$ cat src/rtl/counter_pkg.sv
// Shared constants for the modulo counter: direction encodings and default geometry.
package counter_pkg;

  typedef enum logic {
    DIR_UP   = 1'b0,
    DIR_DOWN = 1'b1
  } dir_e;

  localparam int unsigned DEF_WIDTH    = 2;
  localparam int unsigned DEF_MODULUS  = 4;
  localparam int unsigned DEF_PRESCALE = 1;

endpackage

$ cat src/rtl/tick_gen.sv
// Prescaler: emits one tick every PRESCALE enabled cycles; clr restarts the phase.
module tick_gen #(
  parameter int unsigned PRESCALE = counter_pkg::DEF_PRESCALE
) (
  input  logic clk,
  input  logic rst,
  input  logic en,
  input  logic clr,
  output logic tick
);

  localparam int unsigned CW = (PRESCALE > 1) ? $clog2(PRESCALE) : 1;
  localparam logic [CW-1:0] LAST = CW'(PRESCALE - 1);

  logic [CW-1:0] cnt;

  if (PRESCALE < 1) begin : g_bad_prescale
    $fatal(1, "tick_gen: PRESCALE must be >= 1");
  end

  always_ff @(posedge clk or posedge rst) begin
    if (rst)
      cnt <= '0;
    else if (clr)
      cnt <= '0;
    else if (en)
      cnt <= (cnt == LAST) ? '0 : cnt + CW'(1);
  end

  // With PRESCALE=1 cnt stays at 0, so tick simply follows en.
  assign tick = en && (cnt == LAST);

endmodule

$ cat src/rtl/param_counter.sv
// Modulo-N counter with prescaler, clamped synchronous load, wrap pulse and
// active-low one-hot select. Define COUNTER_DOWN_EN to add the dir input.
module param_counter
  import counter_pkg::*;
#(
  parameter int unsigned WIDTH    = DEF_WIDTH,
  parameter int unsigned MODULUS  = DEF_MODULUS,
  parameter int unsigned PRESCALE = DEF_PRESCALE
) (
  input  logic               clk,
  input  logic               rst,
  input  logic               en,
  input  logic               load,
  input  logic [WIDTH-1:0]   load_val,
`ifdef COUNTER_DOWN_EN
  input  logic               dir,
`endif
  output logic [WIDTH-1:0]   Q,
  output logic               tc,
  output logic [MODULUS-1:0] sel_n
);

  if (WIDTH < 1 || WIDTH > 16) begin : g_bad_width
    $fatal(1, "param_counter: WIDTH must be in 1..16");
  end
  if (MODULUS < 2 || MODULUS > (32'd1 << WIDTH)) begin : g_bad_modulus
    $fatal(1, "param_counter: MODULUS must be in 2..2**WIDTH");
  end
  if (PRESCALE < 1) begin : g_bad_prescale
    $fatal(1, "param_counter: PRESCALE must be >= 1");
  end

  localparam logic [WIDTH-1:0] Q_MAX = WIDTH'(MODULUS - 1);

  dir_e             cur_dir;
  logic             step;
  logic [WIDTH-1:0] q_nxt;
  logic             tc_nxt;

`ifdef COUNTER_DOWN_EN
  assign cur_dir = dir_e'(dir);
`else
  assign cur_dir = DIR_UP;
`endif

  // Load clears the prescaler phase so counting restarts cleanly from load_val.
  tick_gen #(
    .PRESCALE(PRESCALE)
  ) u_tick_gen (
    .clk  (clk),
    .rst  (rst),
    .en   (en),
    .clr  (load),
    .tick (step)
  );

  // Next count: load (clamped) beats step; tc marks a wrap in either direction.
  always_comb begin
    q_nxt  = Q;
    tc_nxt = 1'b0;
    if (load) begin
      q_nxt = (load_val > Q_MAX) ? Q_MAX : load_val;
    end else if (step) begin
      if (cur_dir == DIR_DOWN) begin
        if (Q == '0) begin
          q_nxt  = Q_MAX;
          tc_nxt = 1'b1;
        end else begin
          q_nxt = Q - WIDTH'(1);
        end
      end else if (Q == Q_MAX) begin
        q_nxt  = '0;
        tc_nxt = 1'b1;
      end else begin
        q_nxt = Q + WIDTH'(1);
      end
    end
  end

  always_ff @(posedge clk or posedge rst) begin
    if (rst) begin
      Q  <= '0;
      tc <= 1'b0;
    end else begin
      Q  <= q_nxt;
      tc <= tc_nxt;
    end
  end

  assign sel_n = ~(MODULUS'(1) << Q);

endmodule

$ cat config.mk
export PLATFORM = sky130hd
export DESIGN_NAME = param_counter
export DESIGN_NICKNAME = d
export VERILOG_FILES = /design/src/rtl/counter_pkg.sv /design/src/rtl/tick_gen.sv /design/src/rtl/param_counter.sv
export SDC_FILE = /design/constraint.sdc
export NUM_CORES = 1
export LEC_CHECK = 0
export CELL_PAD_IN_SITES_DETAIL_PLACEMENT = 2
export CELL_PAD_IN_SITES_GLOBAL_PLACEMENT = 2
export CORE_AREA = 3 3 40 42
export DETAILED_ROUTE_END_ITERATION = 8
export DIE_AREA = 0 0 43 45
export GPL_ROUTABILITY_DRIVEN = 0
export PLACE_DENSITY_LB_ADDON = 0.25
export SYNTH_ARGS = -nofsm -noshare
export SYNTH_HDL_FRONTEND = slang
export SYNTH_HIERARCHICAL = 1
export SYNTH_SLANG_ARGS = --single-unit
$ cat constraint.sdc
create_clock -name clk -period 1.3 [get_ports clk]
set_input_delay 0.26 -clock clk [delete_from_list [all_inputs] [get_ports clk]]
set_output_delay 0.26 -clock clk [all_outputs]
set_load 0.1 [all_outputs]
==> results of run 1 <==
[worst paths after layout]
kind,end,from,slack [ns],cells past startpoint
max in group asynchronous,Q[0],rst,0.93,2
min,Q[1],rst,0.21,2
min reg2reg,Q[0],Q[0],0.81,2
max reg2reg,Q[1],Q[0],0.14,4
max,sel_n[2],Q[0],-0.22,4
min in group clk,Q[1],load_val[1],0.65,3
[cell families (layout without fill, tap and decap cells)]
group,after synthesis,in the layout,share of synthesized area [%]
AOI/OAI and AO/OA,2,2,6.28
DFF,3,3,34.3
adders and majority gates,4,4,22.9
buffers and inverters,8,27,15.4
and+or+nand+nor,5,5,16.6
muxes,1,1,4.57
[per-layer routing]
layer  GRT usage [%]  wire length (um)  up-vias  part of all wire (%)
li1                -                 -      106                     -
met1            8.65               265      107                    31
met2            22.8               508       12                    60
met3            2.79                40        4                   4.7
met4            10.8                38        0                   4.5
met5               0                 0        -                     0
[cell usage in the layout, fill, tap and decap left out]
master and instances:
o21ai_0 1, dfrtp_4 2, clkdlybuf4s50_1 5, dfrtp_1 1, buf_4 4, inv_1 1, clkinvlp_4 4, nand2_1 1
buf_12 7, inv_4 2, o31a_1 1, clkbuf_1 1, nor2b_1 1, nor3b_2 2, nand2b_1 1, mux2i_1 1
clkbuf_4 3, ha_4 4
[timing repair]
action                     4_1_cts  5_1_grt
setup endpoints to repair        6        6
hold buffers                     0        0
buffers inserted                 2        0
pin swaps                        1        1
gates resized for setup          7        0
[layout make-up]
cell class              instances  share of cell area, %
repair buffers                 16                   39.4
inverters                       7                   8.28
well taps                      15                   3.36
clock buffers                   4                   4.70
flip-flops and latches          3                   14.8
multi-input cells              12                   29.5
[sequential cells by signal (all words and copies together), names as in the netlist]
name,flops
tc,1
Q,2
[worst max-delay path: stages, from the launching register on]
cell and delay (ns):
dfrtp_4 0.53, inv_4 0.10, ha_4 0.14, clkinvlp_4 0.09, buf_12 0.17
[through the flow]
step | total power [W] | setup TNS [ns]
2_1_floorplan | 0.000372 | -1.36
3_3_place_gp | 0.000523 | 0
3_5_place_dp | 0.000534 | -0.0678
4_1_cts | 0.000749 | -1.09
5_1_grt | 0.000779 | -1.29
6_report | 0.000740 | -1.04
[power by group]
part	internal (W)	switching, W
Combinational	0.000173	0.000263
Clock	0.000116	0.0000567
Sequential	0.000108	0.0000243
Total	0.000397	0.000344
==> results.ini, run 1 <==
[power]
vdd.ir_drop.worst_mv=0.406
p_leak_nw=0.224
powerDensity_nw_per_um2=1320

[route]
ant_nets=0
wl_um=853
drt_iter0_drc=5
drc=0
wl_per_cell_um=15.0
drtPass1Iterations=4
vias=229
avgViaCountPerCell=4.02

[yosys]
netlist_area_um2=219
yosys_warnings=6
synth-seq-area-share_pct=34.3
synth.top_cells.by_count=7 x inv_1, 4 x ha_1, 3 x dfrtp_1
synth_area_per_cell_um2=9.52
synth_cell_types=12
synth-edff-count=0
synth_top_area_cell=dfrtp_1
synth_top_area_share_pct=34.3
synth_fp_nets=33
async_reset_ff_share_pct=100
yosysMostFrequentCell=inv_1
netlist_instances=23
ys.flop_type=dfrtp_1
ys_ff_latch=3
synth_area_leaders=dfrtp_1 34%, ha_1 23%, inv_1 12%, nor3b_2 5.7%, mux2i_1 4.6%

[grt]
grt_usage_pct=11.4
first_global_vias=302
grt_first_pass_wirelength_um=1430
antenna_found_initial=0
gr-total-overflow=0
grt_max_degree=7

[die]
rows=13
core_um2=1280
start_util_pct=17.0
die-area_um2=1940
io-pin-count=13
die_w_um=43
die_h_um=45

[sta]
fmaxAchievable_mhz=658
relSlewSlack_pct=86.9
rsz0062_at_grt=yes
worstMarginPinSlew_ns=0.196
maxSlewViolCount=0
holdWs_ns=0.207
period_minus_slack_ns=1.52
min_period_over_period_pct=117
skew_ns=0.00117
setup_viol=6
finalHoldViolations=0
layout_setup_ws_ns=-0.219

[clocking]
clk_latency_ns=0.23
cts_sinks=3
clk_pin_slew_ns=0.04
cts_made_buffers=3
cts_buffer_depth=2
htree_levels=1
cts_tree=yes
cts-root-buf=clkbuf_4

[finish]
num-nets-final=53
areaGrowthSynthToFinish_pct=155
multiInputGateArea_um2=165
instances_no_fill=57
layout-drive-gt1-share_pct=66.7
diodes=0
postLayoutCoreUtil_pct=43.5
stdcell_area_um2=559
num-fill-cells=127
ff_latch_area_um2=82.6

[placed_design]
placedInstanceArea_um2=478
dp_slack_ns=-0.0411
dp.cells=51
portBuffers=12

[worst_setup_path]
cp.required_ns=1.04
crit_path_end_kind=primary output
crit_fanout=6
cp.arrival_ns=1.26
critPathKind=reg2out
start_kind=flip-flop

[run]
drv_cap=0

[run_status]
status=finished, violations left
violations=setup timing

[min_path]
hp-class=in2async

(Power assumes the default switching activity.)
==> inputs of run 2 (changes only) <==
--- a/config.mk
+++ b/config.mk
@@ -12,6 +12,7 @@
 export DIE_AREA = 0 0 43 45
 export GPL_ROUTABILITY_DRIVEN = 0
 export PLACE_DENSITY_LB_ADDON = 0.25
+export SETUP_SLACK_MARGIN = 0.05
 export SYNTH_ARGS = -nofsm -noshare
 export SYNTH_HDL_FRONTEND = slang
 export SYNTH_HIERARCHICAL = 1
==> run 2 against run 1 <==
- the flow still finishes with violations (setup timing)
- die area unchanged
- global-route usage down 0.42 points
- clock-buffer cell count stayed put
- setup slack got worse by 0.015 ns
- largest cell class unchanged
==> results.ini, run 2 (synthesized netlist as in run 1, its figures left out) <==
[sta]
fmaxAchievable_mhz=652  ; -0.96%
worstMarginPinSlew_ns=0.213  ; +0.0177 ns
layout_setup_ws_ns=-0.233  ; -0.0147 ns
maxSlewViolCount=0  ; unchanged
skew_ns=0.00480  ; +0.00364 ns
setup_tns_ns=-0.910  ; +0.128 ns
min_period_over_period_pct=118  ; +1.1 points
rsz0062_at_grt=yes
period_minus_slack_ns=1.53  ; +0.0147 ns
finalHoldViolations=0  ; unchanged
relSlewSlack_pct=85.7  ; -1.2 points
setup_viol=6  ; unchanged

[clocking]
cts_sinks=3  ; unchanged
cts_hold_buf=0  ; unchanged
cts_tree=yes
htree_levels=1  ; unchanged
cts-root-buf=clkbuf_4
clk_pin_slew_ns=0.04  ; about the same
clk_latency_ns=0.24  ; about the same
cts_buffer_depth=2  ; unchanged
cts_made_buffers=3  ; unchanged

[die]
die_w_um=43  ; unchanged
core_um2=1280  ; unchanged
die_h_um=45  ; unchanged
io-pin-count=13  ; unchanged
rows=13  ; unchanged
start_util_pct=17.0  ; unchanged
die-area_um2=1940  ; unchanged

[route]
drtPass1Iterations=4  ; unchanged
wl_per_cell_um=13.1  ; -13%
wl_um=744  ; -13%
drc=0  ; unchanged
vias=230  ; +0.44%
avgViaCountPerCell=4.04  ; +0.44%
drt_iter0_drc=1  ; -4
ant_nets=0  ; unchanged

[grt]
antenna_found_initial=0  ; unchanged
first_global_vias=266  ; -12%
gr-total-overflow=0  ; unchanged
grt_first_pass_wirelength_um=1300  ; -9.2%
grt_max_degree=6  ; -1
grt_usage_pct=11.0  ; -0.42 points

[run_status]
violations=setup timing
status=finished, violations left

[finish]
multiInputGateArea_um2=165  ; unchanged
top_register=Q
num-fill-cells=127  ; unchanged
final_common_cell=buf_12
ff_latch_area_um2=82.6  ; unchanged
largest_reg_flops=2  ; unchanged
layout-drive-gt1-share_pct=66.7  ; unchanged
diodes=0  ; unchanged
reg_top3=Q: 2 flops, tc: 1 flops
areaGrowthSynthToFinish_pct=157
final_cell_mix=7 x buf_12, 5 x clkdlybuf4s50_1, 4 x clkinvlp_4, 4 x ha_4
num-nets-final=53  ; unchanged

[worst_setup_path]
cp.required_ns=1.04  ; about the same
crit_path_end_kind=primary output
rr_startpoint=Q[0]
start_kind=flip-flop
reg2reg_slack_ns=0.14  ; about the same
critPathKind=reg2out
cp.arrival_ns=1.27  ; about the same
r2r-end=Q[1]
r2r_cells=4  ; unchanged
crit_fanout=5  ; -1

[run]
drv_cap=0  ; unchanged

[min_path]
hp-class=in2async

[power]
vdd.ir_drop.worst_mv=0.402  ; -0.92%
p_leak_nw=0.225  ; +0.49%
powerDensity_nw_per_um2=1300  ; -1.7%

[placed_design]
dp_slack_ns=-0.0687  ; -0.0276 ns
portBuffers=12  ; unchanged
dpl.hpwl_um=628

-- run 2: cell counts in the layout (fill, tap and decap cells not counted) --
No cell type changed its count.
-- run 2: area by class of cell --
cell class              instances  area share [%]
inverters                       7            8.22
clock buffers                   4            4.67
multi-input cells              12            29.3
flip-flops and latches          3            14.7
well taps                      15            3.33
repair buffers                 16            39.8
-- run 2: stage by stage --
step | instance area, um^2 | total power, W | util [%] | instances | hold WS (ns)
3_5_place_dp | 485 | 0.000535 | 37.8 | 52 | 0.461
4_1_cts | 559 | 0.000735 | 43.5 | 57 | 0.210
5_1_grt | 563 | 0.000776 | 43.8 | 57 | 0.202
6_report | 563 | 0.000733 | 43.8 | 57 | 0.197
2_1_floorplan | 262 | 0.000372 | - | 23 | 0.0137
3_3_place_gp | 485 | 0.000525 | 37.8 | 52 | 0.432
-- run 2: worst max-delay path, cell delays in order (launching register included) --
cell and delay [ns]:
dfrtp_4 0.52, inv_4 0.10, ha_4 0.14, clkinvlp_4 0.09, buf_12 0.17
-- run 2: power by group --
part	switching, W	leakage (nW)	internal [W]	total [W]
logic	0.000258	0.175	0.000173	0.000431
clock network	0.0000536	0.0150	0.000115	0.000169
registers	0.0000249	0.0354	0.000108	0.000133
total	0.000337	0.225	0.000396	0.000733
-- run 2: how the worst max path moves through the flow --
stage	start	to	slack [ns]	cells after the start
after floorplan	Q[0]	tc	-0.31	3
after global placement	Q[0]	sel_n[2]	0.01	4
after detailed placement	Q[0]	sel_n[2]	-0.07	4
after CTS	Q[0]	sel_n[2]	-0.23	4
after global routing	Q[0]	sel_n[0]	-0.29	4
final	Q[0]	sel_n[0]	-0.23	4
-- run 2: layer usage --
metal / wire [um] / share of wire, % / GRT usage, %
met5: 0 / 0 / 0
met4: 34 / 4.6 / 14.5
met1: 270 / 36 / 9.62
met3: 55 / 7.4 / 5.98
met2: 383 / 51 / 15.9
-- run 2: repair_timing --
item | in CTS | in global routing
gates resized for setup | 7 | 1
pin swaps | 3 | 1
setup endpoints to repair | 6 | 6
buffers inserted | 1 | 0
==> variant 1: new RTL, config.mk and constraints of run 1 <==
Set the package constant `DEF_WIDTH` to 4 (it was 2).
--- a/src/rtl/counter_pkg.sv
+++ b/src/rtl/counter_pkg.sv
@@ -6,7 +6,7 @@
     DIR_DOWN = 1'b1
   } dir_e;
 
-  localparam int unsigned DEF_WIDTH    = 2;
+  localparam int unsigned DEF_WIDTH    = 4;
   localparam int unsigned DEF_MODULUS  = 4;
   localparam int unsigned DEF_PRESCALE = 1;
 
Ports: changed (resized Q and load_val); port bits go from 13 to 17. The function was not compared with the original's and may differ.
==> variant 1 against run 1 <==
  * Largest power group unchanged
  * Sequential share of layout area up 4.3 points
  * Sequential cell count grew 2
  * Power grew 5.1%
  * The run still ends with negative setup slack left
  * Die area unchanged
  * Area after synthesis is 30% higher
  * Worst setup slack worse by 0.034 ns
  * Final area up 31%
  * Critical endpoint is now sel_n[0]
  * Register-to-register slack worse by 0.11 ns
  * Routed wire length is 65% higher
==> variant 1: results (changes against run 1) <==
[sta]
setup_slack_ns=-0.253  ; -0.0342 ns
final-setup-viol-count=7  ; +1
max_slew_margin=0.759  ; -0.110
fin_skew_ns=0.00240  ; +0.00124 ns

[placement]
dp.cells=70  ; +37%
io_buffers=16  ; +4
dpl-instance-area_um2=668  ; +40%
dp_hpwl_um=1150
place_ws_ns=-0.0932  ; -0.0521 ns

[drt]
first_pass_iters=4  ; unchanged
drt_first_iter_violations=12  ; +7
routed_wl_um=1410  ; +65%
vias=380  ; +66%

[global_routing]
track_usage=0.167  ; +0.0534
grt_max_degree=9  ; +2
grt_pass1_vias=456  ; +51%
grt_pass1_wl_um=2270  ; +59%

[setup_path]
worst_ep_arrival_time_ns=1.29  ; +0.03 ns
rr_worst_depth=4  ; unchanged
cp_slowest_stage_delay_ns=0.49  ; -0.04 ns
reg2reg_setup_slack_ns=0.03  ; -0.11 ns
path_max_fanout=2  ; -4
r2r-end=Q[0]$_DFFE_PP0P_
r2r-start=Q[0]$_DFFE_PP0P_
crit_end=sel_n[0]
worstSetupPathType=flip-flop to output port

[status]
violations=negative setup slack
status=complete, but fails checks

[finish]
nFillCells=127  ; unchanged
final_cells=75  ; +32%
drive_gt1_frac=0.567  ; -0.100
reg_top3=Q (4), tc (1)

[clock_network]
cts_made_buffers=3  ; unchanged
clock-root-buffer=clkbuf_4
cts.path.max_buffers=2  ; unchanged

[logic_synthesis]
synthCells=31  ; +35%
yosysUniqueCellTypes=20  ; +8
ys_top_cells_by_count=dfrtp_1, a21oi_1, nand2_1, inv_1, nor3_1
synth.area.top_cells=dfrtp_1, a21oi_1, ha_1, nand2_1, nor3_1
synth_nets=40  ; +21%
synth-seq-area-share=0.441  ; +0.0977
synthFlopType=dfrtp_1

[power_and_ir_drop]
vdd_drop_max_v=0.000586  ; +44%
p_leak_nw=0.314  ; +40%

## variant 1: cell count changes in the layout (fill, tap and decap cells not counted), moves of 2 or more
cell             delta
clkdlybuf4s50_1     +2
clkinvlp_4          -4
buf_12              +3
nor3b_2             -2
buf_4               +3
ha_4                -3
a21oi_1             +3
dfrtp_4             +2
inv_4               -2
buf_6               +2
## variant 1: per-stage QoR
| stage | hold WS [ns] | setup TNS (ns) | util |
|---|---|---|---|
| floorplan | 0.0386 | -1.38 | - |
| global placement | 0.464 | -0.0614 | 0.520 |
| detailed placement | 0.484 | -0.275 | 0.520 |
| CTS | 0.224 | -1.02 | 0.574 |
| global route | 0.238 | -1.27 | 0.571 |
| finish | 0.219 | -0.994 | 0.571 |
## variant 1: worst min path at each step
stage,from,end,depth (start not counted)
finish,rst,Q[2]$_DFFE_PP0P_,2
CTS,rst,Q[3]$_DFFE_PP0P_,2
global route,rst,tc$_DFF_PP0_,2
global placement,rst,tc$_DFF_PP0_,2
detailed placement,rst,tc$_DFF_PP0_,2
floorplan,rst,tc$_DFF_PP0_,1
## variant 1: where the power goes
part	switching, W	total, W	internal [W]
Combinational	0.000242	0.000405	0.000163
Clock	0.0000657	0.000182	0.000116
Sequential	0.0000215	0.000191	0.000170
## variant 1: cell type report
cell class | instances | area share
timing repair buffer | 26 | 0.471
tap | 15 | 0.0256
clock buffer | 4 | 0.0358
sequential | 5 | 0.191
inverter | 2 | 0.0102
multi-input combinational | 23 | 0.266
## variant 1: cell families after synthesis
group | Yosys count | share of synthesized area
compound gates | 6 | 0.128
flops | 5 | 0.441
fa+ha+maj | 1 | 0.0440
buf+inv | 3 | 0.0529
xor+xnor | 1 | 0.0308
simple gates | 15 | 0.304
## variant 1: routing by layer
| layer | vias to the layer above | GRT usage | wire length [um] | share of wire |
|---|---|---|---|---|
| met3 | 2 | 0.0637 | 64 | 0.045 |
| met2 | 18 | 0.332 | 785 | 0.56 |
| li1 | 171 | - | - | - |
| met1 | 189 | 0.159 | 548 | 0.39 |
| met5 | - | 0 | 0 | 0 |
| met4 | 0 | 0.0482 | 8 | 0.0057 |
## variant 1: worst reg2reg max path: cells and delay by family, from the launching register on
family          cells  cell delay (ns)
compound gates      2             0.39
fa+ha+maj           1             0.17
buf+inv             1             0.15
flops               1             0.49
## variant 1: timing repair
item	4_1_cts	5_1_grt
endpoints found under the setup margin	7	11
pin swaps	3	3
resized for setup	6	1
buffers inserted	2	0
==> variant 2: new RTL, config.mk and constraints of run 1 <==
Without the edit above. Make the reset (`rst`) synchronous in 2 clocked blocks.
--- a/src/rtl/tick_gen.sv
+++ b/src/rtl/tick_gen.sv
@@ -18,7 +18,7 @@
     $fatal(1, "tick_gen: PRESCALE must be >= 1");
   end
 
-  always_ff @(posedge clk or posedge rst) begin
+  always_ff @(posedge clk) begin
     if (rst)
       cnt <= '0;
     else if (clr)
--- a/src/rtl/param_counter.sv
+++ b/src/rtl/param_counter.sv
@@ -77,7 +77,7 @@
     end
   end
 
-  always_ff @(posedge clk or posedge rst) begin
+  always_ff @(posedge clk) begin
     if (rst) begin
       Q  <= '0;
       tc <= 1'b0;
Formal check against the unedited RTL: differs if rst is asserted again (counterexample within 4 cycles, from zero or initial values and one cycle with rst high); with rst held inactive, the same outputs for 10 cycles.
==> variant 2 against run 1 <==
  * The flow still finishes with violations (negative setup slack)
  * Area after synthesis is 2.9% lower
  * Via count is 6.1% higher
  * Maximum frequency is 9.2% higher
  * Worst setup slack better by 0.13 ns
  * Clock skew is 0.00052 ns lower
  * Power is 18% lower
  * Routed wire length is 6.2% higher
  * Final area is 5.4% higher
  * First-iteration DRC count is 100% lower
  * Sequential cell count stayed put
  * Count of clock-buffer cells in the layout stayed put
  * Core utilization is 2.3 points higher
==> variant 2: results (changes against run 1) <==
[setup_path]
cp_top_family=flip-flops
crit_path_top_delay_cell=dfxtp_4
r2r-end=Q[0]$_SDFFE_PP0P_
crit_start=Q[0]$_SDFFE_PP0P_
worst_ep_arrival_time_ns=1.13  ; -0.13 ns
crit_end=sel_n[3]
path_max_fanout=4  ; -2
cp_slowest_stage_delay_ns=0.37  ; -0.16 ns

[hold_path]
whs_path_depth=3
hp-start=load_val[1]
min_to=Q[1]$_SDFFE_PP0P_
min_path_type=input pin to flip-flop

[power_and_ir_drop]
p_leak_nw=0.229  ; +2.1%
power_switching_w=0.000256  ; -25%
pwr-share-clk=0.302  ; +0.069
p_seq_frac=0.182  ; +0.003
power.density_mw_per_mm2=1030  ; -22%
vdd_drop_max_v=0.000532  ; +31%

[logic_synthesis]
synth_compound_area_frac=0.106  ; +0.0430
synth_xor_area_frac=0  ; unchanged
synth.area.top_cells=dfxtp_1, ha_1, inv_1, a311oi_2, nor2b_1
ys_top_cells_by_count=inv_1, ha_1, dfxtp_1, nor2b_1
async_flop_share=0  ; -1.00
synthFlopType=dfxtp_1
yosysUniqueCellTypes=11  ; -1
synth_nets=33  ; unchanged
yosys_warnings=6  ; unchanged
synth-seq-area-share=0.282  ; -0.0605
synth_edf_count=0  ; unchanged
synthAdderAreaFrac=0.235  ; +0.00672
synth_mux_area_frac=0.0471  ; +0.00134

[drt]
drt_first_iter_violations=0  ; -5
wl_per_cell_um=15.4  ; +2.6%
routed_via_density=4.12  ; +2.5%
first_pass_iters=1  ; -3

[status]
violations=negative setup slack
status=complete, but fails checks

[placement]
dpl-instance-area_um2=453  ; -5.2%
place_ws_ns=-0.101  ; -0.0597 ns
dp_hpwl_um=553
io_buffers=12  ; unchanged

[finish]
nNetsFinal=55  ; +3.8%
drive_gt1_frac=0.682  ; +0.0152
reg_top3=Q (2), tc (1)
nFillCells=118  ; -7.1%

[clock_network]
clock-root-buffer=clkbuf_4
cts.path.max_buffers=2  ; unchanged
clkTransAtPathRegs_ns=0.04  ; about the same
cts_made_buffers=3  ; unchanged
htree_levels=1  ; unchanged
clock_latency_ns=0.25  ; +0.02 ns

[global_routing]
grt_max_degree=5  ; -2
antenna_found_initial=0  ; unchanged
grt_pass1_vias=289  ; -4.3%
track_usage=0.113  ; -0.000926

[sta]
setup_tns_ns=-0.334  ; +0.703 ns
fin_skew_ns=0.000649  ; -0.000516 ns
final-setup-viol-count=5  ; -1
setup_slack_ns=-0.0907  ; +0.128 ns
worst_slew_pin_slew_ns=0.251  ; +0.0557 ns

[variant 2: layout make-up]
cell class | instances | share of cell area
tap | 15 | 0.0318
sequential | 3 | 0.115
inverter | 7 | 0.0764
timing repair buffer | 18 | 0.442
clock buffer | 4 | 0.0446
multi-input combinational | 12 | 0.291
[variant 2: per-layer routing]
layer / vias up / wire (um) / global-route usage
met5: - / 0 / 0
met4: 0 / 19 / 0.0723
met3: 3 / 47 / 0.0478
met2: 12 / 467 / 0.192
met1: 113 / 371 / 0.115
li1: 115 / - / -
[variant 2: metrics by stage]
step / cells / hold WS, ns / power (W)
after floorplan: 23 / 0.319 / 0.000263
after global placement: 50 / 0.583 / 0.000357
after detailed placement: 50 / 0.616 / 0.000362
after CTS: 58 / 0.639 / 0.000588
after global routing: 59 / 0.638 / 0.000636
final: 59 / 0.642 / 0.000606
[variant 2: repair_timing]
item / in CTS / in global routing
setup endpoints to repair: 4 / 5
pin swaps: 1 / 4
resized for setup: 10 / 3
buffers inserted: 4 / 1
